$ cat config.mk
export PLATFORM = sky130hd
export DESIGN_NAME = xsim_portal_mux
export DESIGN_NICKNAME = d
export VERILOG_FILES = /design/src/rtl/xsim_portal_mux.sv
export SDC_FILE = /design/constraint.sdc
export NUM_CORES = 1
export LEC_CHECK = 0
export BUFFER_PORTS_ARGS = -buffer_cell sky130_fd_sc_hd__buf_2
export CAP_MARGIN = 20
export CORE_MARGIN = 8
export CORE_UTILIZATION = 50
export DETAILED_ROUTE_END_ITERATION = 8
export HOLD_SLACK_MARGIN = 0.15
export PLACE_DENSITY_LB_ADDON = 0.25
export SYNTH_ARGS = -nofsm -noshare
export SYNTH_HDL_FRONTEND = slang
export SYNTH_SLANG_ARGS = --single-unit
$ cat constraint.sdc
create_clock -name CLK -period 3 [get_ports CLK]
set_clock_uncertainty 0.1 [all_clocks]
set_input_delay 0.3 -clock CLK [delete_from_list [all_inputs] [get_ports CLK]]
set_output_delay 0.3 -clock CLK [all_outputs]
set_load 0.005 [all_outputs]
$ cat src/rtl/xsim_portal_mux.sv
// Portal bridge: demultiplexes host request beats into per-portal FIFOs by portal id and
// round-robin arbitrates indication portals into one registered host beat stage.
module xsim_portal_mux #(
  parameter int NUM_REQ    = 2,
  parameter int NUM_IND    = 2,
  parameter int DATA_W     = 32,
  parameter int ID_W       = 32,
  parameter int FIFO_DEPTH = 4,
  parameter int CNT_W      = 16
) (
  input  logic                      CLK,
  input  logic                      RST_N,
  input  logic                      req_beat_valid,
  input  logic [ID_W-1:0]           req_beat_portal,
  input  logic [DATA_W-1:0]         req_beat_data,
  output logic                      req_beat_ready,
  input  logic [NUM_REQ*ID_W-1:0]   req_id,
  output logic [NUM_REQ*DATA_W-1:0] req_enq_v,
  output logic [NUM_REQ-1:0]        en_req_enq,
  input  logic [NUM_REQ-1:0]        rdy_req_enq,
  input  logic [NUM_IND*ID_W-1:0]   ind_id,
  input  logic [NUM_IND*DATA_W-1:0] ind_first,
  input  logic [NUM_IND-1:0]        rdy_ind_first,
  input  logic [NUM_IND-1:0]        rdy_ind_deq,
  output logic [NUM_IND-1:0]        en_ind_deq,
  output logic                      ind_beat_valid,
  output logic [ID_W-1:0]           ind_beat_portal,
  output logic [DATA_W-1:0]         ind_beat_data,
  input  logic                      ind_beat_ready,
  output logic [CNT_W-1:0]          drop_count
);

  // Handshakes: a beat transfers on a clock edge where valid & ready are both high;
  // en_* strobes are the transfer itself (the portal side already showed ready).

  localparam int AW   = $clog2(FIFO_DEPTH);
  localparam int RI_W = (NUM_REQ > 1) ? $clog2(NUM_REQ) : 1;
  localparam int II_W = (NUM_IND > 1) ? $clog2(NUM_IND) : 1;

  logic                match_any;
  logic [RI_W-1:0]     match_idx;
  logic [NUM_REQ-1:0]  fifo_full;
  logic [NUM_REQ-1:0]  fifo_empty;
  logic [NUM_REQ-1:0]  fifo_push;
  logic                req_accept;

  // Descending scan so the lowest matching channel is the one left standing.
  always_comb begin
    match_any = 1'b0;
    match_idx = '0;
    for (int i = NUM_REQ - 1; i >= 0; i--) begin
      if (req_id[i*ID_W +: ID_W] == req_beat_portal) begin
        match_any = 1'b1;
        match_idx = RI_W'(i);
      end
    end
  end

  assign req_beat_ready = match_any ? !fifo_full[match_idx] : 1'b1;
  assign req_accept     = req_beat_valid & req_beat_ready;

  for (genvar i = 0; i < NUM_REQ; i++) begin : g_req
    logic [DATA_W-1:0] mem [FIFO_DEPTH];
    logic [AW:0]       wr_ptr;
    logic [AW:0]       rd_ptr;

    assign fifo_empty[i] = (wr_ptr == rd_ptr);
    assign fifo_full[i]  = (wr_ptr[AW] != rd_ptr[AW]) && (wr_ptr[AW-1:0] == rd_ptr[AW-1:0]);
    assign fifo_push[i]  = req_accept & match_any & (match_idx == RI_W'(i));
    assign en_req_enq[i] = RST_N & !fifo_empty[i] & rdy_req_enq[i];
    assign req_enq_v[i*DATA_W +: DATA_W] = mem[rd_ptr[AW-1:0]];

    always_ff @(posedge CLK or negedge RST_N) begin
      if (!RST_N) begin
        wr_ptr <= '0;
        rd_ptr <= '0;
      end else begin
        if (fifo_push[i])  wr_ptr <= wr_ptr + 1'b1;
        if (en_req_enq[i]) rd_ptr <= rd_ptr + 1'b1;
      end
    end

    // Storage needs no reset: the pointers define what is valid.
    always_ff @(posedge CLK) begin
      if (fifo_push[i]) mem[wr_ptr[AW-1:0]] <= req_beat_data;
    end
  end

  always_ff @(posedge CLK or negedge RST_N) begin
    if (!RST_N) begin
      drop_count <= '0;
    end else if (req_accept && !match_any && (drop_count != {CNT_W{1'b1}})) begin
      drop_count <= drop_count + 1'b1;
    end
  end

  logic [NUM_IND-1:0] elig;
  logic               grant_any;
  logic [II_W-1:0]    grant_idx;
  logic [II_W-1:0]    cand;
  logic [II_W-1:0]    rr_ptr;
  logic [II_W-1:0]    rr_next;
  logic               load;
  logic [ID_W-1:0]    sel_id;
  logic [DATA_W-1:0]  sel_data;

  assign elig = rdy_ind_first & rdy_ind_deq;

  always_comb begin
    grant_any = 1'b0;
    grant_idx = '0;
    cand      = '0;
    for (int k = 0; k < NUM_IND; k++) begin
      cand = II_W'((int'(rr_ptr) + k) % NUM_IND);
      if (!grant_any && elig[cand]) begin
        grant_any = 1'b1;
        grant_idx = cand;
      end
    end
  end

  always_comb begin
    sel_id   = '0;
    sel_data = '0;
    for (int j = 0; j < NUM_IND; j++) begin
      if (grant_idx == II_W'(j)) begin
        sel_id   = ind_id[j*ID_W +: ID_W];
        sel_data = ind_first[j*DATA_W +: DATA_W];
      end
    end
  end

  // RST_N gates the strobe so nothing is dequeued while reset is held.
  assign load    = RST_N & (!ind_beat_valid | ind_beat_ready) & grant_any;
  assign rr_next = (grant_idx == II_W'(NUM_IND - 1)) ? '0 : grant_idx + 1'b1;

  always_comb begin
    en_ind_deq = '0;
    if (load) en_ind_deq[grant_idx] = 1'b1;
  end

  always_ff @(posedge CLK or negedge RST_N) begin
    if (!RST_N) begin
      ind_beat_valid  <= 1'b0;
      ind_beat_portal <= '0;
      ind_beat_data   <= '0;
      rr_ptr          <= '0;
    end else if (load) begin
      ind_beat_valid  <= 1'b1;
      ind_beat_portal <= sel_id;
      ind_beat_data   <= sel_data;
      rr_ptr          <= rr_next;
    end else if (ind_beat_valid && ind_beat_ready) begin
      ind_beat_valid  <= 1'b0;
    end
  end

endmodule

* Yosys cells after proc, flatten, opt, wreduce, memory -nomap -nowiden
Memory sizes are Yosys's and may differ from the RTL's.
Index checks and enable logic that the tools add are counted.
** Word-level totals
- Register bits :: 94
- RAM bits :: 256
- Input bits :: 266
- Output and inout port bits :: 150
- Word-level logic and storage cells :: 85
- Memories :: 2
** Memory list
- g_req[0].mem :: words 4, width 32, rd ports 1, clocked after memory_dff 0, wr ports 1, line 63 : logic [DATA_W-1:0] mem [FIFO_DEPTH];
- g_req[1].mem :: words 4, width 32, rd ports 1, clocked after memory_dff 0, wr ports 1, line 63
** Operators by class
- $add $sub $neg :: 7
- $lt $le $gt $ge :: 5
- Equal/unequal tests :: 9
- Mux-type cells :: 26
- Bitwise operators :: 13
- Reduce and logical (&&, ||, !) cells :: 14
** Operators by type and width (count)
- $eq A32 B32 Y1 :: 2
- $mux W32 :: 2
- $mux W1 :: 22
- $add A16 B1 Y16 const B :: 1
- $ne A16 B16 Y1 const B :: 1
- $add A3 B1 Y3 const B :: 4
- $and A1 B1 Y1 :: 10
- $lt A1 B2 Y1 const B :: 4
- $logic_and A1 B1 Y1 :: 7
- $eq A3 B3 Y1 :: 2
- $logic_not A1 Y1 :: 6
- $eq A2 B2 Y1 :: 2
- $add A1 B1 Y1 const B :: 2
- $and A2 B2 Y2 :: 1
- $mux W2 :: 1
- $ne A1 B1 Y1 :: 2
- $reduce_bool A2 Y1 :: 1
- $demux W1 S1 :: 1
- $ge A1 B1 Y1 const B :: 1
- $not A1 Y1 :: 1
- $or A1 B1 Y1 :: 1

* Logic depth before layout (Yosys ltp)
- Depth after elaboration :: 12
- Depth in mapped cells :: 10
- Gate-level depth less buffers :: 7

* Worst setup path before layout
OpenSTA, ideal clock, no wires.
- Kind :: input -> register
- Start :: input port req_id[44]
- End :: memory g_req[1].mem[3][0] (enable)
- Setup time :: 0.394 ns
- Data arrival time :: 2.153 ns
- Required time :: 2.506 ns
- Slack :: 0.354 ns
- Cell stages on the path :: 6
- Buffers on the path :: 0
- Cell sequence :: xnor2_1 nand4_1 nor4_1 nand2_1 nor3b_4 and2_1
** Between the ends
- Word-level cells in the longest chain between the ends :: 12
- Elaborated cells between the ends (all ways) :: 13
- Classes of those cells :: eq/ne: 1; mux: 8; bitwise: 3; reduce/logical: 1
** Ends and longest elaborated chain
- from (decl) :: line 17 : input logic [NUM_REQ*ID_W-1:0] req_id,
- $eq A32 B32 Y1 (*) :: line 52 : if (req_id[i*ID_W +: ID_W] == req_beat_portal) begin
- $mux W1 (*) :: line 52
- $mux W1 :: line 52
- $mux W1 (not written as such) (2 in series) :: line 59 : assign req_beat_ready = match_any ? !fifo_full[match_idx] : 1'b1;
- $logic_not A1 Y1 :: line 59
- $mux W1 :: line 59
- $and A1 B1 Y1 :: line 60 : assign req_accept = req_beat_valid & req_beat_ready;
- $and A1 B1 Y1 :: line 69 : assign fifo_push[i] = req_accept & match_any & (match_idx == RI_W'(i));
- $and A1 B1 Y1 (*) :: line 69
- $mux W1 (*) :: line 85 : if (fifo_push[i]) mem[wr_ptr[AW-1:0]] <= req_beat_data;
- $mux W1 (not written as such) (*) :: line 85
- to (decl) :: line 63
Every way passes the cells marked *; elsewhere a longest branch is shown, timed or not. The select of a mux whose other input is x is not followed.

* Worst setup path in the final report
- Start :: register g_req[0].rd_ptr[0]
- End :: output port req_enq_v[26]
** Between the ends
- Word-level cells in the longest chain between the ends :: 1
** Ends and longest elaborated chain
- from (decl) :: line 65 : logic [AW:0] rd_ptr;
- from (signal assigned) :: line 79 : if (en_req_enq[i]) rd_ptr <= rd_ptr + 1'b1;
- $mem_v2 Z4 W32
- to (decl) :: line 18 : output logic [NUM_REQ*DATA_W-1:0] req_enq_v,
No other way between the ends.

==> flow_metrics.py <==
metrics = {
    "worst_setup_path": {
        "cp_slowest_stage_delay_ns": 0.64,
        "critPathKind": "reg -> out",
        "arrival_ns": 2.26,
        "critPathCaptureType": "output port",
        "crit_path_start_kind": "register",
        "path_max_fanout": 34,
        "crit_chain": "buf_4, mux4_2, buf_2",
        "cp_slowest_cell": "mux4_2",
        "cp.required_ns": 2.60,
    },
    "drt": {
        "drc": 0,
        "vias": 9710,
        "wl_um": 41200,
        "antenna_left": 0,
        "via_per_inst": 5.20,
        "drtPass1Iterations": 5,
        "drt_iter0_drc": 542,
        "wl_per_cell_um": 22.1,
    },
    "floorplanning": {
        "start_util_pct": 50.6,
        "coreArea_sq_mm": 0.0285,
        "die_h_um": 186,
        "die_x_um": 186,
        "row_count": 62,
        "die_area_sq_mm": 0.0346,
        "ios": 416,
    },
    "job": {
        "maxCapViolations": 0,
    },
    "synth": {
        "synthesis.nets": 1126,
        "synth_seq_cells": 350,
        "synth_edf_count": 256,
        "seq_area_frac_synth_pct": 69.6,
        "async_flop_share_pct": 26.9,
        "yosysWarnings": 0,
        "synth_cell_types": 35,
        "avgSynthCellArea_sq_um": 17.0,
        "netlist_instances": 849,
        "ys.flop_type": "edfxtp_1",
        "syn_area_sq_mm": 0.0144,
    },
    "power": {
        "leakage_nw": 8.26,
        "power_density_mw_per_mm2": 681,
        "power.total_mw": 13.6,
        "ir_drop_mv": 0.544,
    },
    "sta": {
        "fin_setup_tns_ns": 0,
        "tightest_slew_ns": 0.707,
        "max_freq_ghz": 0.376,
        "final_max_slew_viol_count": 0,
        "relSlewSlack_pct": 52.9,
        "hold_ws_ns": 0.157,
        "setup_violations": 0,
        "hold_violations": 0,
        "period_share_pct": 88.7,
        "rsz0062_at_grt": "false",
        "layout_min_cycle_time_ns": 2.66,
    },
    "grt": {
        "grt_max_degree": 73,
        "grt_use_total_pct": 23.7,
        "antenna_found_initial": 9,
        "grt_pass1_wl_um": 61700,
        "grt_pass1_vias": 10700,
        "gr-total-overflow": 0,
    },
    "final_layout": {
        "final_common_cell": "buf_2",
        "final_util_pct": 70.1,
        "area_delta_synth_final_pct": 38.6,
        "nets": 1723,
        "final_cell_mix": "buf_2, edfxtp_1, dlygate4sd3_1",
        "drive_gt1_share_pct": 39.1,
    },
    "clock_tree": {
        "numCtsBuffers": 37,
        "cts_tree": "done",
        "postCtsSetupBuffers": 0,
        "htreeDepth": 2,
        "clock_latency_ns": 0.52,
        "cts_max_path_buffers": 3,
        "clkSinkCount": 350,
        "clkSlewWorstSetupHoldPaths_ns": 0.06,
        "cts-root-buf": "clkbuf_16",
    },
    "worst_hold_path": {
        "hp-class": "in -> reg",
    },
    "status": {
        "outcome": "finished, final reports clean",
    },
    "placement": {
        "finalWeightedCongestion": 0.850,
        "place_hpwl_um": 27200,
        "io_buffers": 415,
    },
}
==> logic make-up after synthesis <==
family,count (synthesis),synth area share [%]
xor+xnor,93,5.70
simple gates,146,5.08
fa+ha+maj,11,0.954
mux,132,14.7
compound gates,71,2.50
buf+inv,46,1.48
flops,350,69.6
==> per-layer routing <==
metal  global-route usage (%)  part of all wire (%)
met1                     27.6                    37
met3                     7.81                   8.4
met5                        0                 0.032
met4                     10.3                   3.8
met2                     39.8                    50
==> registers in the layout, indices dropped and copies added, names as in the netlist <==
signal	cells
g_req.mem	256
ind_beat_data	32
drop_count	16
g_req.rd_ptr	6
ind_beat_valid	1
ind_beat_portal	32
g_req.wr_ptr	6
rr_ptr	1
==> what timing repair did <==
item,CTS,global route
hold endpoints to repair,382,0
resized for setup,0,0
hold buffers,166,0
==> synthesized netlist by cell type, types with 4 or more instances <==
library cell / n / area, sq um
edfxtp_1: 256 / 7690
dfrtp_1: 94 / 2350
xnor2_1: 84 / 736
nand2_1: 80 / 300
o21ai_0: 66 / 330
mux2i_1: 65 / 651
mux4_2: 64 / 1440
nand4_1: 23 / 144
clkbuf_1: 22 / 82.6
buf_2: 12 / 60.1
ha_1: 11 / 138
and2_1: 9 / 56.3
and3_1: 8 / 50.1
nand3_1: 8 / 40.0
xor2_1: 8 / 70.1
inv_1: 5 / 18.8
buf_1: 4 / 15.0
nor2_1: 4 / 15.0
==> power breakdown <==
group	switching, mW	total [mW]	internal [mW]
clock network	1.87	4.54	2.67
logic	1.66	3.43	1.76
registers	0.190	5.66	5.47
total	3.72	13.6	9.90
==> final cells by class <==
| class | instances | area (sq um) |
|---|---|---|
| Sequential cell | 350 | 10000 |
| Multi-Input combinational cell | 453 | 4210 |
| Clock inverter | 17 | 204 |
| Fill cell | 1932 | 8540 |
| Antenna cell | 8 | 20.0 |
| Tap cell | 384 | 480 |
| Clock buffer | 50 | 1020 |
| Timing Repair Buffer | 599 | 4010 |
| Inverter | 5 | 18.8 |
==> path summary, 6_finish.rpt <==
check | start | to | slack, ns | cells after the start
setup / recovery | g_req[0].rd_ptr[0] | req_enq_v[26] | 0.34 | 3
max in group asynchronous | RST_N | g_req[1].rd_ptr[0] | 1.39 | 3
hold / removal | rdy_ind_deq[1] | ind_beat_valid | 0.16 | 5
min in group asynchronous | RST_N | drop_count[14] | 0.47 | 3
hold reg to reg | ind_beat_data[6] | ind_beat_data[6] | 0.37 | 2
setup reg to reg | rr_ptr | ind_beat_portal[4] | 0.58 | 5
==> through the flow <==
step                instances  setup WS (ns)  area (sq um)
CTS                      1858          0.263         20000
detailed placement       1625          0.327         17100
global placement         1625          0.350         17100
global route             1865          0.192         20000
floorplan                 849          0.354         14400
finish                   1866          0.338         20000
==> worst max-delay path: cells and delay by family (launching register included) <==
family / cells / cell delay, ns
multiplexers: 1 / 0.64
buffers and inverters: 2 / 0.73
flip-flops: 1 / 0.37
Note: power is estimated with default switching activity, not from simulation.
